===== src/rtl/instr_decode_onehot_stage.sv =====
// Decode stage between fetch and the operand-select muxes.
// It turns a 32-bit instruction into a one-hot op vector, register fields and an extended
// immediate. It has valid/ready on both sides, a 2-entry skid buffer behind a registered
// in_ready, and a RUN/HALTED state machine driven by HALT instructions and the resume pulse.
module instr_decode_onehot_stage #(
  parameter int OPW  = 5,
  parameter int NOPS = 20
) (
  input  logic            clk,
  input  logic            reset,
  input  logic [31:0]     in_instr,
  input  logic            in_valid,
  output logic            in_ready,
  input  logic            flush,
  input  logic            resume,
  output logic [NOPS-1:0] out_sel,
  output logic [4:0]      out_rd,
  output logic [4:0]      out_rs1,
  output logic [4:0]      out_rs2,
  output logic [31:0]     out_imm,
  output logic            out_illegal,
  output logic            out_valid,
  input  logic            out_ready,
  output logic            halted
);

  localparam int OP_NOP   = 11;
  localparam int OP_MOVEI = 13;
  localparam int OP_HALT  = 17;

  typedef enum logic {
    RUN,
    HALTED
  } state_t;

  typedef struct packed {
    logic [NOPS-1:0] sel;
    logic [4:0]      rd;
    logic [4:0]      rs1;
    logic [4:0]      rs2;
    logic [31:0]     imm;
    logic            illegal;
  } decoded_t;

  // Pure decode of one stored word. Illegal opcodes become a NOP with the illegal flag set.
  function automatic decoded_t decodeWord(input logic [31:0] word);
    decoded_t       d;
    logic [OPW-1:0] op;
    op        = word[31 -: OPW];
    d.illegal = (int'(op) >= NOPS);
    d.sel     = d.illegal ? (NOPS'(1) << OP_NOP) : (NOPS'(1) << op);
    d.rd      = word[26:22];
    d.rs1     = word[21:17];
    d.rs2     = word[16:12];
    d.imm     = (int'(op) == OP_MOVEI) ? {15'd0, word[16:0]} : {{15{word[16]}}, word[16:0]};
    return d;
  endfunction

  state_t      state_q, state_d;
  logic        inReady_q, inReady_d;
  logic        outValid_q, outValid_d;
  decoded_t    outFields_q, outFields_d;
  logic [31:0] skid0_q, skid0_d;
  logic [31:0] skid1_q, skid1_d;
  logic [1:0]  skidCount_q, skidCount_d;

  logic        accept;
  logic        load;
  logic [31:0] pend0, pend1, pend2;
  logic [1:0]  pendCount;

  // Lines up the held words plus any newly accepted word as one ordered list, hands the
  // oldest to the output register when it is free, and keeps the rest in the skid buffer.
  // Registered in_ready guarantees no accept arrives while both skid entries are occupied.
  always_comb begin
    state_d     = state_q;
    outValid_d  = outValid_q;
    outFields_d = outFields_q;
    skid0_d     = skid0_q;
    skid1_d     = skid1_q;
    skidCount_d = skidCount_q;

    accept = in_valid && inReady_q;
    load   = !outValid_q || out_ready;

    pend0 = skid0_q;
    pend1 = skid1_q;
    pend2 = '0;
    case (skidCount_q)
      2'd0:    pend0 = accept ? in_instr : skid0_q;
      2'd1:    pend1 = accept ? in_instr : skid1_q;
      default: pend2 = in_instr;
    endcase
    pendCount = skidCount_q + (accept ? 2'd1 : 2'd0);

    if (flush) begin
      outValid_d          = 1'b0;
      outFields_d.illegal = 1'b0;
      skidCount_d         = 2'd0;
    end else begin
      if (load) begin
        if (pendCount != 2'd0) begin
          outValid_d  = 1'b1;
          outFields_d = decodeWord(pend0);
          skid0_d     = pend1;
          skid1_d     = pend2;
          skidCount_d = pendCount - 2'd1;
        end else begin
          outValid_d          = 1'b0;
          outFields_d.illegal = 1'b0;
        end
      end else begin
        skid0_d     = pend0;
        skid1_d     = pend1;
        skidCount_d = pendCount;
      end

      if (state_q == HALTED) begin
        if (resume) begin
          state_d = RUN;
        end
      end else if (accept && (int'(in_instr[31 -: OPW]) == OP_HALT)) begin
        state_d = HALTED;
      end
    end

    inReady_d = (state_d == RUN) && (skidCount_d < 2'd2);
  end

  // All stage state, including the RUN/HALTED machine and the registered handshake outputs.
  always_ff @(posedge clk) begin
    if (reset) begin
      state_q     <= RUN;
      inReady_q   <= 1'b0;
      outValid_q  <= 1'b0;
      outFields_q <= '0;
      skid0_q     <= '0;
      skid1_q     <= '0;
      skidCount_q <= 2'd0;
    end else begin
      state_q     <= state_d;
      inReady_q   <= inReady_d;
      outValid_q  <= outValid_d;
      outFields_q <= outFields_d;
      skid0_q     <= skid0_d;
      skid1_q     <= skid1_d;
      skidCount_q <= skidCount_d;
    end
  end

  assign in_ready    = inReady_q;
  assign out_valid   = outValid_q;
  assign out_sel     = outFields_q.sel;
  assign out_rd      = outFields_q.rd;
  assign out_rs1     = outFields_q.rs1;
  assign out_rs2     = outFields_q.rs2;
  assign out_imm     = outFields_q.imm;
  assign out_illegal = outFields_q.illegal;
  assign halted      = (state_q == HALTED);

endmodule


===== config.mk =====
export PLATFORM = sky130hd
export DESIGN_NAME = instr_decode_onehot_stage
export DESIGN_NICKNAME = d
export VERILOG_FILES = /design/src/rtl/instr_decode_onehot_stage.sv
export SDC_FILE = /design/constraint.sdc
export NUM_CORES = 1
export LEC_CHECK = 0
export ABC_AREA = 0
export BUFFER_PORTS_ARGS = -buffer_cell sky130_fd_sc_hd__buf_2
export CAP_MARGIN = 20
export CORE_MARGIN = 5
export CORE_UTILIZATION = 62
export CTS_BUF_LIST = sky130_fd_sc_hd__clkbuf_4 sky130_fd_sc_hd__clkbuf_8
export DETAILED_ROUTE_END_ITERATION = 16
export HOLD_SLACK_MARGIN = 0.12
export PLACE_DENSITY = 0.88
export SYNTH_ARGS = -nofsm -noshare
export SYNTH_HDL_FRONTEND = slang
export SYNTH_SLANG_ARGS = --single-unit

===== constraint.sdc =====
create_clock -name clk -period 3.8 [get_ports clk]
set_clock_uncertainty 0.15 [all_clocks]
set_input_delay 0.19 -clock clk [delete_from_list [all_inputs] [get_ports clk]]
set_output_delay 0.19 -clock clk [all_outputs]
set_load 0.1 [all_outputs]

After elaboration in Yosys (flattened, before gate mapping) --
Index checks and enable logic that the tools add are counted.
Word-level totals: register bits 137
Operators by class: shifts and indexed selects 1, reductions and logical operators 11, bitwise operators 2, add/subtract/negate cells 2, mux-type cells 21, magnitude comparators 2, eq/ne operators 4
Operator list (count):
- two-way mux 32 bit | 10
- two-way mux 20 bit | 1
- left shift 1 x 5 -> 20 bit, first input constant | 1
- == test 5 bit, second input constant | 2
- two-way mux 1 bit | 7
- two-way mux 2 bit | 3
- >= comparator 5 bit, second input constant | 1
- OR reduction 2 bit | 2
- logical AND 1 bit | 3
- AND reduction 3 bit | 1
- adder 2 x 1 -> 2 bit | 1
- == test 2 x 1 -> 1 bit, second input constant | 1
- logical NOT 2 bit | 1
- less-than comparator 2 bit, second input constant | 1
- != test 2 x 1 -> 1 bit, second input constant | 1
- inverter 1 bit | 2
- AND reduction 2 bit | 1
- nonzero test 2 bit | 1
- subtractor 2 x 1 -> 2 bit, second input constant | 1
- logical NOT 1 bit | 1
- logical OR 1 bit | 1

Logic depth before layout (Yosys ltp) --
depth after elaboration 9, mapped depth 8, mapped depth without buffers 7

Worst setup path before layout --
Ideal clock, no wire load.
kind register to register, start register inReady_q (netlist: in_ready), end register skid0_q[19], clock period less this slack 2.827 ns, setup time 0.138 ns, data required time 3.512 ns, cell stages (with the launch flop) 8, arrival time 2.539 ns, path slack 0.973 ns, path through dfxtp_1 and2_1 ha_1 xnor2_1 a31oi_1 buf_2 clkbuf_1 a211oi_1
Between the ends: longest elaborated chain between the ends 6, elaborated cells between the ends (all ways) 12, classes of those cells add/sub (1); eq/ne (1); mux (7); reduce/logical (3)
RTL lines:
- start, declared | line 60 | logic inReady_q, inReady_d;
- start signal, assigned | line 142 | inReady_q <= inReady_d;
- logical AND 1 bit (*) | line 83 | accept = in_valid && inReady_q;
- two-way mux 1 bit | line 94 | pendCount = skidCount_q + (accept ? 2'd1 : 2'd0);
- adder 2 x 1 -> 2 bit | line 94
- nonzero test 2 bit | line 102 | if (pendCount != 2'd0) begin
- != test 2 x 1 -> 1 bit (no source line)
- AND reduction 2 bit (no source line)
- end signal, assigned | line 145 | skid0_q <= skid0_d;
- end, declared | line 63 | logic [31:0] skid0_q, skid0_d;
Every way passes the cells marked *; elsewhere a longest branch is shown, timed or not. The select of a mux whose other input is x is not followed. A chain may end at the register's enable or synchronous reset.

Final worst setup path --
start register inReady_q (netlist: in_ready), end register skid0_q[17]
Same word-level chain as after synthesis.

==> results.toml <==
[outcome]
outcome = "finished, final reports clean"

[worst_hold_path]
min_from = "reset"
hold_depth = 2
min_to = "out_sel[12]"
min_path_type = "in -> reg"

[sta]
clock.fmax_ghz = 0.325
min_period_ps = 3080
finalWorstSetupSlack_ps = 723
rsz0062_at_grt = "false"
hold_viol_final = 0
relSlewSlack = 0.254
setup_viol = 0
post-route-period-util = 0.810
tns_ps = 0
tightest_slew_ps = 1110
maxSlewViolCount = 0

[logic_synthesis]
synth_cells = 655
ys_warn_count = 0
synth_seq_area_share = 0.424
synth_area_um2 = 5570
synth_top_family_by_area = "compound AO/OA/AOI/OAI gates"
yosys.area_share.xor_xnor = 0.00629
synth_edf_count = 0
synth_cell_types = 49
synthArstFlopShare = 0
ys_seq_elements = 118
synthMuxAreaShare = 0.0678
syn_area_per_cell_um2 = 8.50
synthFlopType = "dfxtp_1"
synth_compound_area_frac = 0.259
yosys.area_share.simple = 0.170
synth.net_count = 694
yosys.area_share.adder = 0.00225

[placed_design]
port_buffers = 108
preCtsSetupSlack_ps = 872
gp_congestion = 0.912
place_hpwl_mm = 9.83
dp_cells = 804

[detailed_routing]
dr.pass1.iters = 6
drtAntennaViolNets = 0
num_vias = 5630
drtIter0Drc = 676
wl_per_cell_um = 18.5
routed_wl_mm = 16.2
drc = 0
vias_per_cell = 6.45

[clocking]
htree_levels = 4
clock_path_buffers = 2
numCtsBuffers = 17
clk_latency_ps = 430
cts_resized = 0
cts.sinks = 118
post_cts_buffers = 0
cts_root_buf = "clkbuf_8"
cts_tree = "done"
path_clk_slew_ps = 70

[pwr]
seqPwrFrac = 0.455
vdd_ir_drop_max_v = 0.000262
swShare = 0.302
leakagePower_nw = 2.76
p_per_area_nw_per_um2 = 429
clockPowerShare = 0.380
power.switching_w = 0.000880
p_int_w = 0.00203
p_comb_frac = 0.165

[floorplan]
core-area_um2 = 8720
fp-row-count = 34
chipHeight_um = 105
die_width_um = 105
die_area_um2 = 11000
num_io_pins = 109
start_util = 0.639

[grt]
grt_pass1_wl_mm = 26.7
track_usage = 0.290
grt_pass1_vias = 5398
grt_max_degree = 53
grt-ovfl-total = 0
antenna_found_initial = 0

[finish]
syn2layout_area_growth_pct = 21.7
fin_nets = 791
fillCellCount = 551
final_util = 0.777
antenna_cells = 0
multiInputGateArea_um2 = 2860
drive_above_1_share = 0.252
layoutNonFillerInstCount = 873
seq_area_um2 = 2360

[job]
maxCapViolCount = 0

[worst_setup_path]
ff2ff_path_depth = 8
crit_arrival_ps = 3270
crit_fanout = 28
rrSetupSlack_ps = 720
critPathBufInv = 1
r2r-end = "skid0_q[17]"
crit_path_cell_trace = "and2_1, ha_1, xor2_1, o31ai_4, buf_8, a21oi_4, nor2_1, a211oi_1"
slowest_delay_ps = 680
cp_top_family = "compound AO/OA/AOI/OAI gates"
worstSetupStartpointType = "register"
crit_required_ps = 3990
end_kind = "register"
regToRegStartpoint = "in_ready"
path_class = "reg -> reg"
cp_num_cells = 8
critPathSlowestCell = "a21oi_4"
-- how the worst max path moves through the flow --
| stage | from | slack, ps | endpoint |
|---|---|---|---|
| finish | in_ready | 720 | skid0_q[17] |
| global route | in_ready | 530 | skid0_q[5] |
| CTS | in_ready | 810 | skid0_q[17] |
| detailed placement | in_ready | 870 | skid0_q[5] |
| global placement | in_valid | 960 | skid0_q[10] |
| floorplan | in_ready | 970 | skid0_q[19] |
-- cells in the mapped netlist (2+ instances only) --
library cell	n	share of area
mux2i_1	4	0.0072
o21ai_0	38	0.034
buf_2	15	0.013
mux2_2	30	0.061
a22o_1	9	0.014
a221oi_1	29	0.046
xnor2_1	3	0.0047
nor2b_1	3	0.0034
nor2_1	108	0.073
a21oi_1	10	0.0090
and2_1	3	0.0034
buf_4	19	0.026
nand4b_1	2	0.0031
a211oi_1	30	0.040
a32o_1	3	0.0054
clkbuf_1	42	0.028
a311oi_1	26	0.041
inv_1	4	0.0027
nand2_1	73	0.049
nor4bb_1	2	0.0036
buf_1	2	0.0013
nand3_1	4	0.0036
dfxtp_1	118	0.42
nand3b_1	5	0.0067
nand2b_1	3	0.0034
a22oi_1	10	0.013
o211ai_1	2	0.0027
o22ai_1	31	0.035
nor3_1	6	0.0054
nand4_1	2	0.0022
-- power groups by stage --
stage	logic (W)	clock network [W]	registers (W)
final	0.000482	0.00111	0.00132
after global routing	0.000512	0.00117	0.00133
after floorplan	0.000223	0	0.00146
after CTS	0.000473	0.00110	0.00132
after global placement	0.000428	0	0.00135
after detailed placement	0.000443	0	0.00135
-- cell type report --
type	instances	area share
Clock inverter	8	0.0107
Timing Repair Buffer	156	0.151
Inverter	4	0.00221
Clock buffer	24	0.0460
Tap cell	108	0.0199
Sequential cell	118	0.348
Multi-Input combinational cell	455	0.422
-- what timing repair did --
action,4_1_cts,5_1_grt
setup endpoints to repair,0,0
hold buffers,35,0
hold endpoints to repair,97,0
-- metrics by stage --
step                      hold slack, ps  total power [W]  area [um^2]
after floorplan                      199          0.00169         5570
after global placement               298          0.00177         5990
after detailed placement             311          0.00179         6000
after CTS                            153          0.00290         6740
after global routing                 190          0.00301         6780
final                                160          0.00291         6780
-- routing by layer --
layer	vias up	wire length [um]	GRT usage
li1	2587	-	-
met1	2640	6490	0.372
met2	344	7840	0.473
met3	59	1370	0.0623
met4	0	488	0.123
met5	-	0	0
-- sequential cells by signal, indices dropped and copies added (netlist names), 2 cells and up --
| signal | count |
|---|---|
| skid1_q | 32 |
| skidCount_q | 2 |
| skid0_q | 32 |
| out_rd | 5 |
| out_sel | 20 |
| out_rs2 | 4 |
| out_rs1 | 5 |
| out_imm | 14 |
-- cells in the final DEF (no fill, tap or decap), types with 5 or more instances in the layout --
cell type	count
a211oi_1	30
a21oi_1	10
a221oi_1	29
a22o_1	9
a22oi_1	10
a311oi_1	26
buf_2	108
buf_4	10
clkbuf_8	21
dfxtp_1	118
dlygate4sd3_1	35
mux2_2	30
nand2_1	73
nand3b_1	5
nor2_1	108
nor3_1	6
o21ai_0	38
o22ai_1	31
-- cells by family after synthesis --
| family | after synthesis |
|---|---|
| and+or+nand+nor | 219 |
| buffers and inverters | 82 |
| adders and majority gates | 1 |
| muxes | 34 |
| xor gates and xnor gates | 4 |
| DFF | 118 |
| AOI/OAI and AO/OA | 197 |
(Power assumes the default switching activity.)
